**src/rtl/vram_rect_fill_if.sv**
```systemverilog
// Command + VRAM write-port bundle for the rectangle-fill engine.
// Pure wiring, no latency of its own.
// Backpressure rides on cmd_ready; the VRAM side has none (one write per WE cycle).
interface vram_rect_fill_if #(
    parameter int X_W    = 8,
    parameter int Y_W    = 7,
    parameter int ADDR_W = 15
);
    logic              cmd_valid;
    logic              cmd_ready;
    logic [X_W-1:0]    cmd_x;
    logic [Y_W-1:0]    cmd_y;
    logic [X_W-1:0]    cmd_w;
    logic [Y_W-1:0]    cmd_h;
    logic [11:0]       cmd_color;
    logic [ADDR_W-1:0] WAddr;
    logic [11:0]       Din;
    logic              WE;
    logic              busy;
    logic              done;

    // Command issuer and VRAM observer side
    modport master (
        output cmd_valid, cmd_x, cmd_y, cmd_w, cmd_h, cmd_color,
        input  cmd_ready, WAddr, Din, WE, busy, done
    );

    // Fill engine side
    modport slave (
        input  cmd_valid, cmd_x, cmd_y, cmd_w, cmd_h, cmd_color,
        output cmd_ready, WAddr, Din, WE, busy, done
    );
endinterface

```
**src/rtl/vram_rect_fill.sv**
```systemverilog
// Rectangle fill engine: clips a rectangle to the framebuffer and writes it in raster order.
// Latency: first WE two cycles after the handshake edge, then 1 pixel/clock, done one cycle after the last write.
// Backpressure: cmd_ready is high only in IDLE; cmd_valid is ignored while a command is in flight.
module vram_rect_fill #(
    parameter int H_RES  = 160,
    parameter int V_RES  = 120,
    parameter int X_W    = 8,
    parameter int Y_W    = 7,
    parameter int ADDR_W = 15
) (
    input  logic             clk,
    input  logic             rst_n,
    vram_rect_fill_if.slave  bus
);

    typedef enum logic [1:0] {
        S_IDLE  = 2'd0,
        S_SETUP = 2'd1,
        S_FILL  = 2'd2,
        S_DONE  = 2'd3
    } state_t;

    localparam logic [X_W:0]      H_RES_X = (X_W+1)'(H_RES);
    localparam logic [Y_W:0]      V_RES_Y = (Y_W+1)'(V_RES);
    localparam logic [ADDR_W-1:0] H_RES_A = ADDR_W'(H_RES);

    state_t            state_q;

    // Latched command
    logic [X_W-1:0]    x0_q;
    logic [Y_W-1:0]    y0_q;
    logic [X_W-1:0]    w_q;
    logic [Y_W-1:0]    h_q;
    logic [11:0]       color_q;

    // Walk state: (x_q, y_q) is the pixel currently presented on the write port
    logic [X_W-1:0]    x_q;
    logic [Y_W-1:0]    y_q;
    logic [X_W:0]      x_end_q;
    logic [Y_W:0]      y_end_q;
    logic [ADDR_W-1:0] row_base_q;

    // Registered outputs
    logic              cmd_ready_q;
    logic              we_q;
    logic [ADDR_W-1:0] waddr_q;
    logic [11:0]       din_q;
    logic              busy_q;
    logic              done_q;

    // Clip arithmetic used in SETUP; sums are one bit wider so they cannot wrap
    logic [X_W:0]      x_sum_d;
    logic [Y_W:0]      y_sum_d;
    logic [X_W:0]      x_end_d;
    logic [Y_W:0]      y_end_d;
    logic [ADDR_W-1:0] row_base_d;
    logic              empty_d;

    assign x_sum_d    = {1'b0, x0_q} + {1'b0, w_q};
    assign y_sum_d    = {1'b0, y0_q} + {1'b0, h_q};
    assign x_end_d    = (x_sum_d > H_RES_X) ? H_RES_X : x_sum_d;
    assign y_end_d    = (y_sum_d > V_RES_Y) ? V_RES_Y : y_sum_d;
    assign row_base_d = ADDR_W'(y0_q) * H_RES_A;
    assign empty_d    = (w_q == '0) || (h_q == '0) ||
                        ({1'b0, x0_q} >= H_RES_X) || ({1'b0, y0_q} >= V_RES_Y);

    // End-of-row / end-of-rectangle detection for the pixel currently being written
    logic              last_col;
    logic              last_row;
    logic [ADDR_W-1:0] next_row_base;

    assign last_col      = ({1'b0, x_q} == (x_end_q - (X_W+1)'(1)));
    assign last_row      = ({1'b0, y_q} == (y_end_q - (Y_W+1)'(1)));
    assign next_row_base = row_base_q + H_RES_A;

    // Control FSM with registered outputs; the next pixel is prepared one cycle ahead
    // so row wrap costs no bubble.
    always_ff @(posedge clk) begin
        if (!rst_n) begin
            state_q     <= S_IDLE;
            x0_q        <= '0;
            y0_q        <= '0;
            w_q         <= '0;
            h_q         <= '0;
            color_q     <= '0;
            x_q         <= '0;
            y_q         <= '0;
            x_end_q     <= '0;
            y_end_q     <= '0;
            row_base_q  <= '0;
            cmd_ready_q <= 1'b1;
            we_q        <= 1'b0;
            waddr_q     <= '0;
            din_q       <= '0;
            busy_q      <= 1'b0;
            done_q      <= 1'b0;
        end else begin
            case (state_q)
                S_IDLE: begin
                    if (bus.cmd_valid) begin
                        x0_q        <= bus.cmd_x;
                        y0_q        <= bus.cmd_y;
                        w_q         <= bus.cmd_w;
                        h_q         <= bus.cmd_h;
                        color_q     <= bus.cmd_color;
                        cmd_ready_q <= 1'b0;
                        busy_q      <= 1'b1;
                        state_q     <= S_SETUP;
                    end
                end
                S_SETUP: begin
                    x_end_q    <= x_end_d;
                    y_end_q    <= y_end_d;
                    row_base_q <= row_base_d;
                    x_q        <= x0_q;
                    y_q        <= y0_q;
                    if (empty_d) begin
                        done_q  <= 1'b1;
                        state_q <= S_DONE;
                    end else begin
                        // Present the top-left pixel straight away
                        we_q    <= 1'b1;
                        waddr_q <= row_base_d + ADDR_W'(x0_q);
                        din_q   <= color_q;
                        state_q <= S_FILL;
                    end
                end
                S_FILL: begin
                    if (last_col && last_row) begin
                        we_q    <= 1'b0;
                        done_q  <= 1'b1;
                        state_q <= S_DONE;
                    end else if (last_col) begin
                        x_q        <= x0_q;
                        y_q        <= y_q + Y_W'(1);
                        row_base_q <= next_row_base;
                        waddr_q    <= next_row_base + ADDR_W'(x0_q);
                    end else begin
                        x_q     <= x_q + X_W'(1);
                        waddr_q <= waddr_q + ADDR_W'(1);
                    end
                end
                S_DONE: begin
                    done_q      <= 1'b0;
                    busy_q      <= 1'b0;
                    cmd_ready_q <= 1'b1;
                    state_q     <= S_IDLE;
                end
                default: begin
                    state_q <= S_IDLE;
                end
            endcase
        end
    end

    assign bus.cmd_ready = cmd_ready_q;
    assign bus.WE        = we_q;
    assign bus.WAddr     = waddr_q;
    assign bus.Din       = din_q;
    assign bus.busy      = busy_q;
    assign bus.done      = done_q;

endmodule

```
**src/flat_wrapper.sv**
```systemverilog
// flat-port wrapper written by rule: the top's interface ports become plain ports
module vram_rect_fill_flat 
#(
    parameter int H_RES  = 160,
    parameter int V_RES  = 120,
    parameter int X_W    = 8,
    parameter int Y_W    = 7,
    parameter int ADDR_W = 15
)
  (clk, rst_n, bus_cmd_valid, bus_cmd_x, bus_cmd_y, bus_cmd_w, bus_cmd_h, bus_cmd_color, bus_cmd_ready, bus_WAddr, bus_Din, bus_WE, bus_busy, bus_done);
  vram_rect_fill_if #(.X_W(X_W), .Y_W(Y_W), .ADDR_W(ADDR_W)) bus_i ();
  input  logic clk;
  input  logic rst_n;
  input wire logic [$bits(bus_i.cmd_valid)-1:0] bus_cmd_valid;
  input wire logic [$bits(bus_i.cmd_x)-1:0] bus_cmd_x;
  input wire logic [$bits(bus_i.cmd_y)-1:0] bus_cmd_y;
  input wire logic [$bits(bus_i.cmd_w)-1:0] bus_cmd_w;
  input wire logic [$bits(bus_i.cmd_h)-1:0] bus_cmd_h;
  input wire logic [$bits(bus_i.cmd_color)-1:0] bus_cmd_color;
  output wire logic [$bits(bus_i.cmd_ready)-1:0] bus_cmd_ready;
  output wire logic [$bits(bus_i.WAddr)-1:0] bus_WAddr;
  output wire logic [$bits(bus_i.Din)-1:0] bus_Din;
  output wire logic [$bits(bus_i.WE)-1:0] bus_WE;
  output wire logic [$bits(bus_i.busy)-1:0] bus_busy;
  output wire logic [$bits(bus_i.done)-1:0] bus_done;
  assign bus_i.cmd_valid = bus_cmd_valid;
  assign bus_i.cmd_x = bus_cmd_x;
  assign bus_i.cmd_y = bus_cmd_y;
  assign bus_i.cmd_w = bus_cmd_w;
  assign bus_i.cmd_h = bus_cmd_h;
  assign bus_i.cmd_color = bus_cmd_color;
  assign bus_cmd_ready = bus_i.cmd_ready;
  assign bus_WAddr = bus_i.WAddr;
  assign bus_Din = bus_i.Din;
  assign bus_WE = bus_i.WE;
  assign bus_busy = bus_i.busy;
  assign bus_done = bus_i.done;
  vram_rect_fill #(.H_RES(H_RES), .V_RES(V_RES), .X_W(X_W), .Y_W(Y_W), .ADDR_W(ADDR_W)) u_core (.clk(clk), .rst_n(rst_n), .bus(bus_i));
endmodule
```
**config.mk**
```make
export PLATFORM = sky130hd
export DESIGN_NAME = vram_rect_fill_flat
export DESIGN_NICKNAME = d
export VERILOG_FILES = /design/src/rtl/vram_rect_fill_if.sv /design/src/rtl/vram_rect_fill.sv /design/src/flat_wrapper.sv
export SDC_FILE = /design/constraint.sdc
export NUM_CORES = 1
export LEC_CHECK = 0
export ABC_AREA = 1
export CORE_ASPECT_RATIO = 1.75
export CORE_UTILIZATION = 55
export DETAILED_ROUTE_END_ITERATION = 10
export GPL_TIMING_DRIVEN = 0
export PLACE_DENSITY = 0.78
export SKIP_LAST_GASP = 1
export SLEW_MARGIN = 20
export SYNTH_ARGS = -nofsm -noshare
export SYNTH_HDL_FRONTEND = slang
export SYNTH_SLANG_ARGS = --single-unit
```
**constraint.sdc**
```tcl
create_clock -name clk -period 3 [get_ports clk]
set_input_delay 0.75 -clock clk [delete_from_list [all_inputs] [get_ports clk]]
set_output_delay 0.75 -clock clk [all_outputs]
set_load 0.01 [all_outputs]
```
==> run_results.csv <==
group,metric,value,unit
placement,dp_cells,1425,
power,peakVddDrop,0.653,mV
setup_path,cp.arrival,3.03,ns
grt,grt_pass1_wl,34200,um
drt,drtIter0Drc,339,
setup_path,max_stage_delay,0.47,ns
yosys,postSynthNetCount,1266,
floorplan,io_pins,76,
drt,via_count,7599,
timing,rsz0062_at_grt,"false",
floorplan,dieArea,14100,um^2
grt,first_global_vias,7424,
hold_path,min_from,"u_core.x_end_q[8]",
placement,io_buffer_count,75,
setup_path,worst_path_most_repeated_cell,"nand2_1",
yosys,synth_ff_type,"dfxtp_1",
clock_tree,root_buffer,"clkbuf_16",
yosys,synth_edf_count,0,
drt,antenna_left,0,
clock_tree,clock_path_buffers,2,
grt,grt_overflow,0,
timing,fin_crit_sh,0.904,
drt,drt_wl_total,20800,um
timing,max_freq,369,MHz
yosys,synth_cells,1176,
timing,period_needed,2.71,ns
yosys,synthArstFlopShare,0,
timing,worst_slew_pin_slew,0.752,ns
cells_and_area,syn_to_final_growth,20.3,%
cells_and_area,layout_commonest_cell,"nand2_1",
power,pwr-share-seq,0.271,
setup_path,startpoint_type,"register",
cells_and_area,final_nets,1360,
power,p_comb_frac,0.529,
run,timing.max_cap.violations,0,
yosys,avgSynthCellArea,6.37,um^2
setup_path,cp_cell_sequence,"ha_1, ha_1, inv_1, fa_1, nor2_1, nand3_1, o21ai_1, nand2_1, nor2_1, xnor2_1, nand2_1, nand2_1, nand2_1, nand2_1, nor2_1",
cells_and_area,antenna_cells,0,
power,p_sw,4410,uW
setup_path,reg2reg_setup_slack,0.29,ns
cells_and_area,layout.cells.non_filler,1457,
setup_path,r2r_start,"u_core.y0_q[3]",
power,p_leak,0.00419,uW
clock_tree,cts-buffers-inserted,17,
setup_path,cp_slowest_cell,"fa_1",
drt,wire_per_inst,14.3,um
cells_and_area,final_area,9000,um^2
placement,place_congestion,0.929,
placement,place_area,8460,um^2
clock_tree,clkSlewWorstSetupHoldPaths,0.06,ns
floorplan,die_w,90.2,um
setup_path,critPathKind,"reg -> reg",
timing,hold_viol,0,
hold_path,hold_depth,2,
drt,via_per_inst,5.22,
clock_tree,cts_hold_buf,0,
yosys,ys_seq_elements,117,
yosys,syn_area,7490,um^2
timing,finalSetupViolCount,0,
timing,finClkSkew,0.0101,ns
power,pwr-share-clk,0.201,
timing,fin_tns_setup,0,ns
power,p_int,5040,uW
setup_path,r2r_cells,15,
floorplan,fp.dieH,156,um
run_status,status,"finished, final reports clean",
hold_path,holdPathEnd,"u_core.x_end_q[8]",
grt,grt_max_degree,17,
power,switching_share,0.467,
cells_and_area,fillers,1206,
timing,slew_violations,0,
floorplan,rows,56,
drt,dr.pass1.iters,5,
grt,grt_usage,0.310,
setup_path,critPathCaptureType,"register",
setup_path,cp_max_fo,6,
floorplan,start_util,0.563,
power,powerDensity,1050,nW/um^2
timing,slew_headroom,0.498,
yosys,ys_types,38,
cells_and_area,drive_gt1_frac,0.0538,
yosys,ys_warn_count,0,
drt,drc,0,
placement,hpwl,16100,um
clock_tree,cts_tree,"done",
clock_tree,clk_latency,0.42,ns
floorplan,core-area,13300,um^2
setup_path,crit_required,3.32,ns
grt,antenna_found_initial,0,
setup_path,r2r-end,"u_core.bus.WAddr[12]",
cells_and_area,final_cell_mix,"314 x nand2_1, 219 x nor2_1, 118 x inv_1, 115 x dfxtp_1, 101 x o21ai_0",
hold_path,hp-class,"reg -> reg",
clock_tree,htree_num_levels,4,
clock_tree,cts_sinks,117,
yosys,seq_area_frac_synth,0.313,
[layout make-up]
type	count	area, um^2	area share
buffer	37	190	0.0211
sequential	117	2340	0.260
inverter	124	465	0.0517
tap	174	218	0.0242
clock inverter	15	120	0.0133
multi-input combinational	898	4490	0.499
clock buffer	17	425	0.0472
timing repair buffer	75	751	0.0834
[state kept, by name, indices dropped and copies added (netlist names), 2 cells and up]
register / count
u_core.bus.Din: 12
u_core.bus.WAddr: 15
u_core.color_q: 12
u_core.h_q: 7
u_core.row_base_q: 10
u_core.state_q: 2
u_core.w_q: 8
u_core.x0_q: 8
u_core.x_end_q: 9
u_core.x_q: 8
u_core.y0_q: 7
u_core.y_end_q: 8
u_core.y_q: 7
[metrics by stage]
step	power, uW	setup slack, ns	hold WS [ns]	utilization
after floorplan	6070	0.539	0.431	-
after global placement	7410	0.169	0.440	0.635
after detailed placement	7500	0.136	0.451	0.635
after CTS	9430	0.115	0.460	0.676
after global routing	10300	0.0429	0.479	0.676
final	9440	0.287	0.457	0.676
[worst max-delay path, delay by kind of cell, from the launching register on]
| kind | cells | cell delay, ns |
|---|---|---|
| AO/OA/AOI/OAI | 1 | 0.16 |
| XOR/XNOR | 1 | 0.14 |
| adder cells (fa/ha/maj) | 3 | 0.97 |
| buffers and inverters | 1 | 0.08 |
| flip-flops | 1 | 0.43 |
| AND/OR/NAND/NOR | 9 | 0.82 |
[Yosys cell counts (all sizes together), types with 2 or more instances]
library cell  count  area [um^2]
buf              15          108
nand2           319         1220
clkbuf           22         82.6
o21bai            2         15.0
nand4            12         75.1
nor2            225          870
ha               41          513
o22ai             4         25.0
nand3b            2         15.0
dfxtp           117         2340
nor3              9         45.0
xnor2            18          158
inv             124          465
or2               4         25.0
a21oi            44          220
xor2             28          245
fa                4         80.1
nor4              2         12.5
nand3            65          355
a31oi             4         25.0
o21ai           109          546
[metal layers]
metal / vias up / global-route usage / part of all wire
li1: 3919 / - / -
met1: 3395 / 0.293 / 0.36
met2: 210 / 0.593 / 0.53
met3: 75 / 0.0617 / 0.049
met4: 0 / 0.214 / 0.055
met5: - / 0 / 0
[worst max-delay path by stage]
stage,startpoint,depth (start not counted),end,slack (ns)
3_5_place_dp,u_core.y0_q[3],15,u_core.bus.WAddr[12],0.14
2_1_floorplan,u_core.y0_q[3],15,u_core.bus.WAddr[12],0.54
4_1_cts,u_core.y0_q[3],15,u_core.bus.WAddr[14],0.12
3_3_place_gp,u_core.y0_q[3],15,u_core.bus.WAddr[14],0.17
6_report,u_core.y0_q[3],15,u_core.bus.WAddr[12],0.29
5_1_grt,u_core.y0_q[3],15,u_core.bus.WAddr[12],0.04
[kinds of logic after synthesis]
logic type      count (synthesis)  share of synthesized area
simple gates                  640                      0.352
compound gates                167                      0.115
buf+inv                       161                     0.0876
flops                         117                      0.313
xor+xnor                       46                     0.0538
fa+ha+maj                      45                     0.0792
[power groups by stage]
| stage | Sequential [uW] | Clock, uW | Combinational [uW] |
|---|---|---|---|
| global placement | 2560 | 0 | 4850 |
| global route | 2620 | 1980 | 5690 |
| CTS | 2540 | 1900 | 4980 |
| detailed placement | 2570 | 0 | 4930 |
| finish | 2560 | 1900 | 4990 |
| floorplan | 2490 | 0 | 3580 |
[repair_timing]
action                                  in CTS  in global routing
endpoints found under the setup margin       0                  2
resized for setup                            0                  3
hold endpoints to repair                     0                  0
setup buffers                                0                  0
No activity file was read; power rests on OpenSTA's default activity.
